`src/rtl/rr_arbiter_3.sv`:
```
// Three-requester round-robin arbiter producing a registered one-hot mux select.
// Optional forced release after MAX_HOLD busy cycles is built when RR_ARB_TIMEOUT_EN is defined.
module rr_arbiter_3 #(
  parameter int unsigned MAX_HOLD = 8
) (
  input  logic       clk,
  input  logic       rst,
  input  logic [2:0] req,
  input  logic       done,
  output logic [2:0] grant,
  output logic [1:0] owner,
  output logic       timeout
);

  typedef enum logic {IDLE, BUSY} state_t;

  state_t     state, state_n;
  logic [2:0] grant_n;
  logic [1:0] owner_n, last, last_n;
  logic       timeout_n;
  logic       pick_hit;
  logic [1:0] pick_idx;
  logic [1:0] cand1, cand2;
  logic       release_c;
  logic       limit_c;

  function automatic logic [1:0] nxt(input logic [1:0] x);
    return (x >= 2'd2) ? 2'd0 : x + 2'd1;
  endfunction

`ifdef RR_ARB_TIMEOUT_EN
  localparam int unsigned HOLD_W = $clog2(MAX_HOLD);
  logic [HOLD_W-1:0] hold, hold_n;

  always_ff @(posedge clk) begin
    if (rst) hold <= '0;
    else     hold <= hold_n;
  end

  assign limit_c = (hold == HOLD_W'(MAX_HOLD - 1));
  assign hold_n  = (state == BUSY && !release_c && !limit_c) ? hold + HOLD_W'(1) : '0;
`else
  assign limit_c = 1'b0;
`endif

  // Priority order after the last owner: last+1, last+2, last.
  always_comb begin
    cand1    = nxt(last);
    cand2    = nxt(cand1);
    pick_hit = 1'b1;
    pick_idx = last;
    if      (req[cand1]) pick_idx = cand1;
    else if (req[cand2]) pick_idx = cand2;
    else if (req[last])  pick_idx = last;
    else                 pick_hit = 1'b0;
  end

  assign release_c = done || !req[owner];

  always_ff @(posedge clk) begin
    if (rst) begin
      state   <= IDLE;
      grant   <= 3'b000;
      owner   <= 2'd0;
      last    <= 2'd2;
      timeout <= 1'b0;
    end else begin
      state   <= state_n;
      grant   <= grant_n;
      owner   <= owner_n;
      last    <= last_n;
      timeout <= timeout_n;
    end
  end

  always_comb begin
    state_n   = state;
    grant_n   = grant;
    owner_n   = owner;
    last_n    = last;
    timeout_n = 1'b0;
    case (state)
      IDLE: begin
        if (pick_hit) begin
          grant_n = 3'b001 << pick_idx;
          owner_n = pick_idx;
          state_n = BUSY;
        end
      end
      BUSY: begin
        // A normal release wins over the hold limit, so no timeout pulse then.
        if (release_c || limit_c) begin
          grant_n   = 3'b000;
          owner_n   = 2'd0;
          last_n    = owner;
          state_n   = IDLE;
          timeout_n = !release_c;
        end
      end
      default: state_n = IDLE;
    endcase
  end

endmodule

```
`config.mk`:
```
export PLATFORM = sky130hd
export DESIGN_NAME = rr_arbiter_3
export DESIGN_NICKNAME = d
export VERILOG_FILES = /design/src/rtl/rr_arbiter_3.sv
export SDC_FILE = /design/constraint.sdc
export NUM_CORES = 1
export LEC_CHECK = 0
export BUFFER_PORTS_ARGS = -buffer_cell sky130_fd_sc_hd__buf_2
export CAP_MARGIN = 20
export CELL_PAD_IN_SITES_DETAIL_PLACEMENT = 1
export CELL_PAD_IN_SITES_GLOBAL_PLACEMENT = 1
export CORE_MARGIN = 4
export CORE_UTILIZATION = 34
export CTS_CLUSTER_SIZE = 30
export DETAILED_ROUTE_END_ITERATION = 6
export PLACE_DENSITY_LB_ADDON = 0.1
export SLEW_MARGIN = 20
export SYNTH_ARGS = -nofsm -noshare
export SYNTH_HDL_FRONTEND = slang
export SYNTH_SLANG_ARGS = --single-unit
```
`constraint.sdc`:
```
create_clock -name clk -period 1.7 [get_ports clk]
set_clock_uncertainty 0.15 [all_clocks]
set_input_delay 0.51 -clock clk [delete_from_list [all_inputs] [get_ports clk]]
set_output_delay 0.51 -clock clk [all_outputs]
set_load 0.02 [all_outputs]
```
==> metrics.yaml, run 1 <==
hold_path:
  worstHoldPathType: "register to register"
clock_tree:
  htree_levels: 1
  cts_root_buffer: "clkbuf_4"
  cts_setup_buffers: 0
  cts_buffers: 3
  hold_buffers: 0
  cts_sinks: 9
  cts-resized-gates: 0
  clk_latency_ns: 0.27
  cts_tree: "built"
  cts_buffer_depth: 2
  clk_pin_slew_ns: 0.06
global_routing:
  antenna_found_initial: 0
  grt_remaining_overflow: 0
  grt_pass1_wl_um: 1950
  grt_usage: 0.136
  grt_max_degree: 12
  grt_pass1_vias: 452
synth:
  yosys_warnings: 0
  syn_area_sq_um: 445
  synthCells: 50
  postSynthAreaPerCell_sq_um: 8.91
  yosys.cell_types.count: 23
  seq_area_frac_synth: 0.404
  syn-num-nets: 56
  synth-seq-cells: 9
timing:
  fin_crit_ns: 1.63
  holdWs_ns: 0.330
  period_share: 0.957
  setup_viol: 0
  rsz0062_at_grt: "no"
  hold_viol: 0
  slew_violations: 0
  fmax_ghz: 0.615
setup_path:
  crit_arrival_ns: 0.97
  crit_type: "register to primary output"
  cpPeakStageDelay_ns: 0.40
  worst-path-buf-inv: 2
  crit_fanout: 3
  path_cells: "buf_4 -> buf_2"
  required_ns: 1.04
  start_kind: "register"
  end_kind: "primary output"
  path_delay_family: "flip-flops"
  slowest_stage: "dfxtp_1"
place:
  placed_cell_area_sq_um: 554
  dp.cells: 79
  hpwl_um: 884
  routabilityCongestion: 0.696
  io_buffers: 11
route:
  first_pass_iters: 2
  viasPerCell: 5.20
  vias: 432
  dr.first_iter.drc_count: 5
  drc_errors: 0
  wl_per_cell_um: 13.2
  drt_wl_total_um: 1090
  ant_nets: 0
cells_and_area:
  drive_above_1_share: 0.348
  antennaDiodeCount: 0
  final_net_count: 76
  area_delta_synth_final_pct: 32.6
  fill_cells: 149
  layout_commonest_cell: "buf_2"
  mostFrequentLayoutCells: "11 x buf_2, 9 x dfxtp_1, 8 x o21ai_0"
  fin_area_sq_um: 591
  stdcell_count: 83
power:
  leakagePower_nw: 0.243
  power_density_nw_per_um2: 841
  fin_total_pwr_mw: 0.497
  vdd_drop_max_uv: 413
floorplan:
  coreArea_sq_um: 1170
  fp.dieW_um: 44.2
  initial_utilization: 0.380
  ios: 12
  die_height_um: 44.2
  dieArea_sq_um: 1950
  std_cell_rows: 12
job:
  maxCapViolations: 0
outcome:
  outcome: "completed"
## logic make-up after synthesis
group           share of synthesized area
other cells                       0.00842
simple gates                        0.236
buf+inv                            0.0281
mux                                0.0225
compound gates                      0.301
flops                               0.404
## area by class of cell
class                   instances  area (sq um)  area share
clock buffers                   4          26.3      0.0445
inverters                       1          3.75     0.00636
multi-input cells              38           263       0.445
flip-flops and latches          9           180       0.305
well taps                      14          17.5      0.0297
repair buffers                 17           100       0.169
## state kept, by name (all words and copies together), names as in the netlist
signal / count
state: 1
grant: 3
last: 2
timeout: 1
owner: 2
## cells in the mapped netlist
master,n,area [sq um]
dfxtp_1,9,180
o21ai_0,8,40.0
nand2b_1,4,25.0
a21oi_1,3,15.0
nand2_1,3,11.3
nor2b_1,3,18.8
a311oi_1,2,17.5
nand3_1,2,10.0
nor2_1,2,7.51
a2111oi_4,1,27.5
a21bo_1,1,10.0
a311o_1,1,10.0
a31oi_1,1,6.26
buf_2,1,5.00
clkbuf_1,1,3.75
conb_1,1,3.75
inv_1,1,3.75
mux2i_1,1,10.0
nor3_1,1,5.00
nor3b_1,1,7.51
nor4b_1,1,8.76
o211ai_1,1,7.51
or3_4,1,11.3
## report_power, final
group	switching [mW]	internal [mW]
sequential	0.0163	0.224
clock	0.0773	0.0906
combinational	0.0468	0.0416
total	0.140	0.356
## worst reg2reg max path, cell delays in order, from the launching register on
cell and delay, ns:
dfxtp_1 0.40, mux2i_2 0.27, or3_4 0.18, a31oi_1 0.08, a311o_1 0.33
## metrics by stage
| stage | util | worst slack [ns] | setup TNS [ns] |
|---|---|---|---|
| 6_report | 0.504 | 0.0735 | 0 |
| 5_1_grt | 0.504 | 0.00708 | 0 |
| 4_1_cts | 0.496 | 0.0717 | 0 |
| 3_5_place_dp | 0.473 | -0.0738 | -0.185 |
| 3_3_place_gp | 0.473 | -0.0609 | -0.127 |
| 2_1_floorplan | - | 0.139 | 0 |
## routing by layer
layer / global-route usage / wire length, um / vias up
met2: 0.201 / 498 / 10
met3: 0.0528 / 62 / 2
met5: 0 / 0 / -
li1: - / - / 220
met4: 0.0542 / 20 / 0
met1: 0.176 / 511 / 200
## final timing paths
path	startpoint	endpoint	slack, ns	cells past startpoint
hold reg to reg	grant[0]$_SDFFE_PP0P_	grant[0]$_SDFFE_PP0P_	0.33	2
setup reg to reg	owner[1]$_SDFFE_PP0P_	last[1]$_SDFFE_PP1P_	0.18	4
setup / recovery	owner[1]$_SDFFE_PP0P_	owner[1]	0.07	2
hold / removal	grant[0]$_SDFFE_PP0P_	grant[0]$_SDFFE_PP0P_	0.33	2
Power figures use the tool's default switching activity.
==> run 2, diff against run 1 <==
==> constraint.sdc (replaced) <==
create_clock -name clk -period 1.6 [get_ports clk]
set_clock_uncertainty 0.15 [all_clocks]
set_input_delay 0.48 -clock clk [delete_from_list [all_inputs] [get_ports clk]]
set_output_delay 0.48 -clock clk [all_outputs]
set_load 0.02 [all_outputs]
==> run 2 against run 1 <==
Effect of this change: global-route usage grew 1.7 points; critical path depth grew 4; via count grew 9.0%; die area is the same; cell count grew 6.0%; sequential cell count is the same; clock power is essentially flat; critical endpoint is now grant[0]$_SDFFE_PP0P_; largest power group unchanged; highest routed layer is now met3.
==> metrics.yaml, run 2 (synthesis results as in run 1) <==
cells_and_area:
  fin_area_sq_um: 631  # +6.8%
  mostFrequentLayoutCells: "11 x buf_2, 11 x buf_4, 8 x o21ai_0"
  multi_input_area_sq_um: 263  # unchanged
  final_net_count: 81  # +6.6%
  top_register: "grant"
  stdcell_count: 88  # +6.0%
  largest_reg_flops: 3  # unchanged
  reg.largest.list: "grant (3), last (2), owner (2)"
  drive_above_1_share: 0.419  # +0.0711
  antennaDiodeCount: 0  # unchanged
  seq_area_sq_um: 183  # +1.4%
  area_delta_synth_final_pct: 41.6
  fill_cells: 149  # unchanged
timing:
  setup_viol: 0  # unchanged
  fin_crit_ns: 1.55
  fmax_ghz: 0.645
  period_share: 0.970
  hold_viol: 0  # unchanged
  slew_violations: 0  # unchanged
place:
  io_buffers: 11  # unchanged
  hpwl_um: 977  # +11%
  dp.cells: 81  # +2.5%
  placed_cell_area_sq_um: 569  # +2.7%
  routabilityCongestion: 0.701  # +0.70%
floorplan:
  die_height_um: 44.2  # unchanged
  coreArea_sq_um: 1170  # unchanged
  initial_utilization: 0.380  # unchanged
  fp.dieW_um: 44.2  # unchanged
  dieArea_sq_um: 1950  # unchanged
  std_cell_rows: 12  # unchanged
  ios: 12  # unchanged
route:
  viasPerCell: 5.35  # +2.8%
  first_pass_iters: 4  # +2
  drt_wl_total_um: 1340  # +22%
  dr.first_iter.drc_count: 4  # -1
  ant_nets: 0  # unchanged
  wl_per_cell_um: 15.2  # +15%
  vias: 471  # +9.0%
  drc_errors: 0  # unchanged
setup_path:
  crit_arrival_ns: 1.58  # +0.61 ns
  crit_type: "primary input to register"
  end_kind: "register"
  r2r_cells: 4  # unchanged
  start_kind: "primary input"
  required_ns: 1.63  # +0.59 ns
  crit_fanout: 4  # +1
clock_tree:
  clk_latency_ns: 0.26  # about the same
  cts_buffers: 3  # unchanged
  cts_buffer_depth: 2  # unchanged
  htree_levels: 1  # unchanged
  clk_pin_slew_ns: 0.06  # about the same
  cts_tree: "built"
  hold_buffers: 0  # unchanged
  cts_sinks: 9  # unchanged
  cts_root_buffer: "clkbuf_4"
job:
  maxCapViolations: 0  # unchanged
hold_path:
  worstHoldPathType: "register to register"
  hold_depth: 2  # unchanged
power:
  switching_share: 0.276  # -0.00683
  clock_power_share: 0.317  # -0.021
  cellInternalPower_mw: 0.387  # +8.7%
  power_density_nw_per_um2: 848  # +0.85%
  p_sw_mw: 0.148  # +5.1%
  vdd_drop_max_uv: 595  # +44%
  comb_power_share: 0.206  # +0.028
  seq_power_share: 0.477  # -0.007
  leakagePower_nw: 0.269  # +11%
global_routing:
  antenna_found_initial: 0  # unchanged
  grt_pass1_vias: 452  # unchanged
  grt_remaining_overflow: 0  # unchanged
  grt_usage: 0.153  # +0.0167
  grt_max_degree: 11  # -1
  grt_pass1_wl_um: 2170  # +11%
outcome:
  outcome: "completed"
[run 2: cell types whose count changed in the layout (fill, tap and decap cells not counted)]
cell	before	now
buf_4	6	11
dfxtp_1	9	7
dfxtp_2	0	2
a311oi_1	1	2
a311oi_2	1	0
nor4b_1	1	0
nor4b_2	0	1
[run 2: routing by layer]
layer | global-route usage | routed length [um] | share of wire | vias to the layer above
met2 | 0.253 | 682 | 0.51 | 10
li1 | - | - | - | 228
met5 | 0 | 0 | 0 | -
met4 | 0.0181 | 0 | 0 | 0
met3 | 0.0610 | 65 | 0.049 | 0
met1 | 0.191 | 589 | 0.44 | 233
[run 2: worst paths after layout]
check                        startpoint  slack (ns)                    end
setup / recovery                 req[2]        0.05  grant[0]$_SDFFE_PP0P_
hold / removal    grant[1]$_SDFFE_PP0P_        0.35  grant[1]$_SDFFE_PP0P_
setup reg to reg  owner[1]$_SDFFE_PP0P_        0.05   last[1]$_SDFFE_PP1P_
hold reg to reg   grant[1]$_SDFFE_PP0P_        0.35  grant[1]$_SDFFE_PP0P_
[run 2: power by group through the flow]
stage | clock [mW] | sequential (mW) | combinational (mW)
after floorplan | 0 | 0.263 | 0.0479
after global placement | 0 | 0.258 | 0.0982
after detailed placement | 0 | 0.259 | 0.100
after CTS | 0.176 | 0.254 | 0.104
after global routing | 0.195 | 0.257 | 0.121
final | 0.170 | 0.255 | 0.110
[run 2: final cells by class]
class / count / share of cell area
inverter: 1 / 0.00595
multi-input combinational: 38 / 0.417
tap: 14 / 0.0278
clock buffer: 4 / 0.0417
sequential: 9 / 0.290
timing repair buffer: 22 / 0.218
[run 2: worst max-delay path, cell delays in order]
cell	delay [ns]
buf_2	0.11
buf_4	0.14
a2111oi_4	0.42
a311oi_1	0.10
buf_4	0.16
o21ai_0	0.17
[run 2: metrics by stage]
stage	hold WS [ns]	setup TNS (ns)	util	setup slack, ns	power (mW)
final	0.348	0	0.538	0.0485	0.535
after global routing	0.368	-0.0102	0.538	-0.00762	0.573
after CTS	0.348	0	0.515	0.00508	0.533
after detailed placement	0.335	-0.565	0.486	-0.179	0.359
after global placement	0.309	-0.339	0.486	-0.113	0.356
after floorplan	0.382	0	-	0.0385	0.311
[run 2: repair_timing]
action | in CTS | in global routing
resized for setup | 0 | 4
endpoints found under the hold margin | 0 | 0
pin swaps | 1 | 1
setup endpoints to repair | 3 | 6
setup buffers | 1 | 2
==> run 3, diff against run 2 <==
==> constraint.sdc (replaced) <==
create_clock -name clk -period 1.6 [get_ports clk]
set_clock_uncertainty 0.15 [all_clocks]
set_input_delay 0.16 -clock clk [delete_from_list [all_inputs] [get_ports clk]]
set_output_delay 0.16 -clock clk [all_outputs]
set_load 0.02 [all_outputs]
==> run 3 against run 2 <==
Effect of this change: cell count fell by 9.1%; sequential share of layout area rose by 3.4 points; sequential power barely moved; fmax rose by 4.5%; cell area fell by 11%; worst setup slack improved by 0.067 ns; hold slack got worse by 0.30 ns; clock-buffer cell count did not move; power fell by 2.1%; largest cell class unchanged.
==> metrics.yaml, run 3 (synthesis results as in run 1) <==
outcome:
  outcome: "completed"
cells_and_area:
  largest_reg_flops: 3  # unchanged
  area_delta_synth_final_pct: 26.7
  mostFrequentLayoutCells: "11 x buf_2, 8 x o21ai_0, 7 x dfxtp_1"
  top_register: "grant"
  fill_cells: 154  # +3.4%
  reg.largest.list: "grant (3), last (2), owner (2)"
  layout_commonest_cell: "buf_2"
  multi_input_area_sq_um: 256  # -2.4%
  utilization: 0.482  # -0.0566
  seq_area_sq_um: 183  # unchanged
  stdcell_count: 80  # -9.1%
  fin_area_sq_um: 564  # -11%
  final_net_count: 73  # -9.9%
  drive_above_1_share: 0.333  # -0.0856
  antennaDiodeCount: 0  # unchanged
place:
  hpwl_um: 818  # -16%
  routabilityCongestion: 0.747  # +6.6%
  place_ws_ns: 0.0748  # +0.254 ns
  dp.cells: 76  # -6.2%
  io_buffers: 11  # unchanged
  placed_cell_area_sq_um: 532  # -6.6%
clock_tree:
  cts_sinks: 9  # unchanged
  cts_buffers: 3  # unchanged
  cts_tree: "built"
  htree_levels: 1  # unchanged
  cts_setup_buffers: 0  # -1
  cts-resized-gates: 0  # unchanged
  cts_root_buffer: "clkbuf_4"
  clk_pin_slew_ns: 0.06  # about the same
  hold_buffers: 0  # unchanged
  cts_buffer_depth: 2  # unchanged
  clk_latency_ns: 0.27  # about the same
floorplan:
  coreArea_sq_um: 1170  # unchanged
  ios: 12  # unchanged
  initial_utilization: 0.380  # unchanged
  die_height_um: 44.2  # unchanged
  dieArea_sq_um: 1950  # unchanged
  fp.dieW_um: 44.2  # unchanged
  std_cell_rows: 12  # unchanged
global_routing:
  grt_remaining_overflow: 0  # unchanged
  antenna_found_initial: 0  # unchanged
  grt_pass1_vias: 412  # -8.8%
  grt_usage: 0.140  # -0.0127
  grt_max_degree: 12  # +1
  grt_pass1_wl_um: 1900  # -12%
hold_path:
  worstHoldPathType: "primary input to register"
setup_path:
  required_ns: 1.61  # -0.02 ns
  crit_type: "register to register"
  crit_fanout: 5  # +1
  end_kind: "register"
  start_kind: "register"
  crit_arrival_ns: 1.49  # -0.09 ns
route:
  vias: 426  # -9.6%
  wl_per_cell_um: 14.3  # -5.9%
  first_pass_iters: 3  # -1
  viasPerCell: 5.33  # -0.51%
  met1_length_um: 558  # -5.3%
  ant_nets: 0  # unchanged
  wl_met2_um: 478  # -30%
  drt_wl_total_um: 1140  # -14%
  drc_errors: 0  # unchanged
  dr.first_iter.drc_count: 4  # unchanged
  highest_layer: "met4"
  wl_met3_um: 67  # +3.1%
timing:
  layout_setup_ws_ns: 0.115  # +0.0666 ns
  fin_crit_ns: 1.48  # -0.0666 ns
  rsz0062_at_grt: "no"
  finalSetupTns_ns: 0  # unchanged
  setup_viol: 0  # unchanged
  fmax_ghz: 0.673  # +4.5%
  slew_violations: 0  # unchanged
  period_share: 0.928  # -0.0416
  hold_viol: 0  # unchanged
power:
  power_density_nw_per_um2: 929  # +9.5%
  vdd_drop_max_uv: 393  # -34%
  leakagePower_nw: 0.228  # -15%
job:
  maxCapViolations: 0  # unchanged
[run 3: cell types whose count changed in the layout (fill, tap and decap cells not counted)]
cell / previous run / this run
buf_4: 11 / 3
nor4b_1: 0 / 1
nor4b_2: 1 / 0
[run 3: path summary, 6_finish.rpt]
check | from | endpoint | slack [ns] | cells after the start
min reg2reg | grant[0]$_SDFFE_PP0P_ | grant[0]$_SDFFE_PP0P_ | 0.32 | 2
max reg2reg | owner[1]$_SDFFE_PP0P_ | last[1]$_SDFFE_PP1P_ | 0.12 | 3
min | rst | last[0]$_SDFFE_PP0P_ | 0.05 | 2
max | owner[1]$_SDFFE_PP0P_ | last[1]$_SDFFE_PP1P_ | 0.12 | 3
[run 3: per-stage QoR]
stage | total power, mW | hold WS [ns]
6_report | 0.524 | 0.0459
5_1_grt | 0.562 | 0.0384
4_1_cts | 0.530 | 0.0279
3_5_place_dp | 0.347 | 0.317
3_3_place_gp | 0.348 | 0.310
2_1_floorplan | 0.311 | 0.140
[run 3: final cells by class]
type | instances | share of cell area
Clock buffer | 4 | 0.0466
Inverter | 1 | 0.00665
Multi-Input combinational cell | 38 | 0.455
Sequential cell | 9 | 0.324
Tap cell | 14 | 0.0310
Timing Repair Buffer | 14 | 0.137
[run 3: report_power, final]
| group | switching, mW | internal, mW |
|---|---|---|
| Clock | 0.0832 | 0.0964 |
| Sequential | 0.0154 | 0.239 |
| Combinational | 0.0508 | 0.0393 |
| Total | 0.149 | 0.375 |
[run 3: layer usage]
metal / vias up / global-route usage
li1: 212 / -
met1: 198 / 0.180
met2: 11 / 0.186
met3: 5 / 0.0366
met4: 0 / 0.127
met5: - / 0
[run 3: critical path, cell delays in order (launching register included)]
cell and delay (ns):
dfxtp_2 0.34, mux2i_2 0.16, or3_4 0.36, a311o_1 0.36
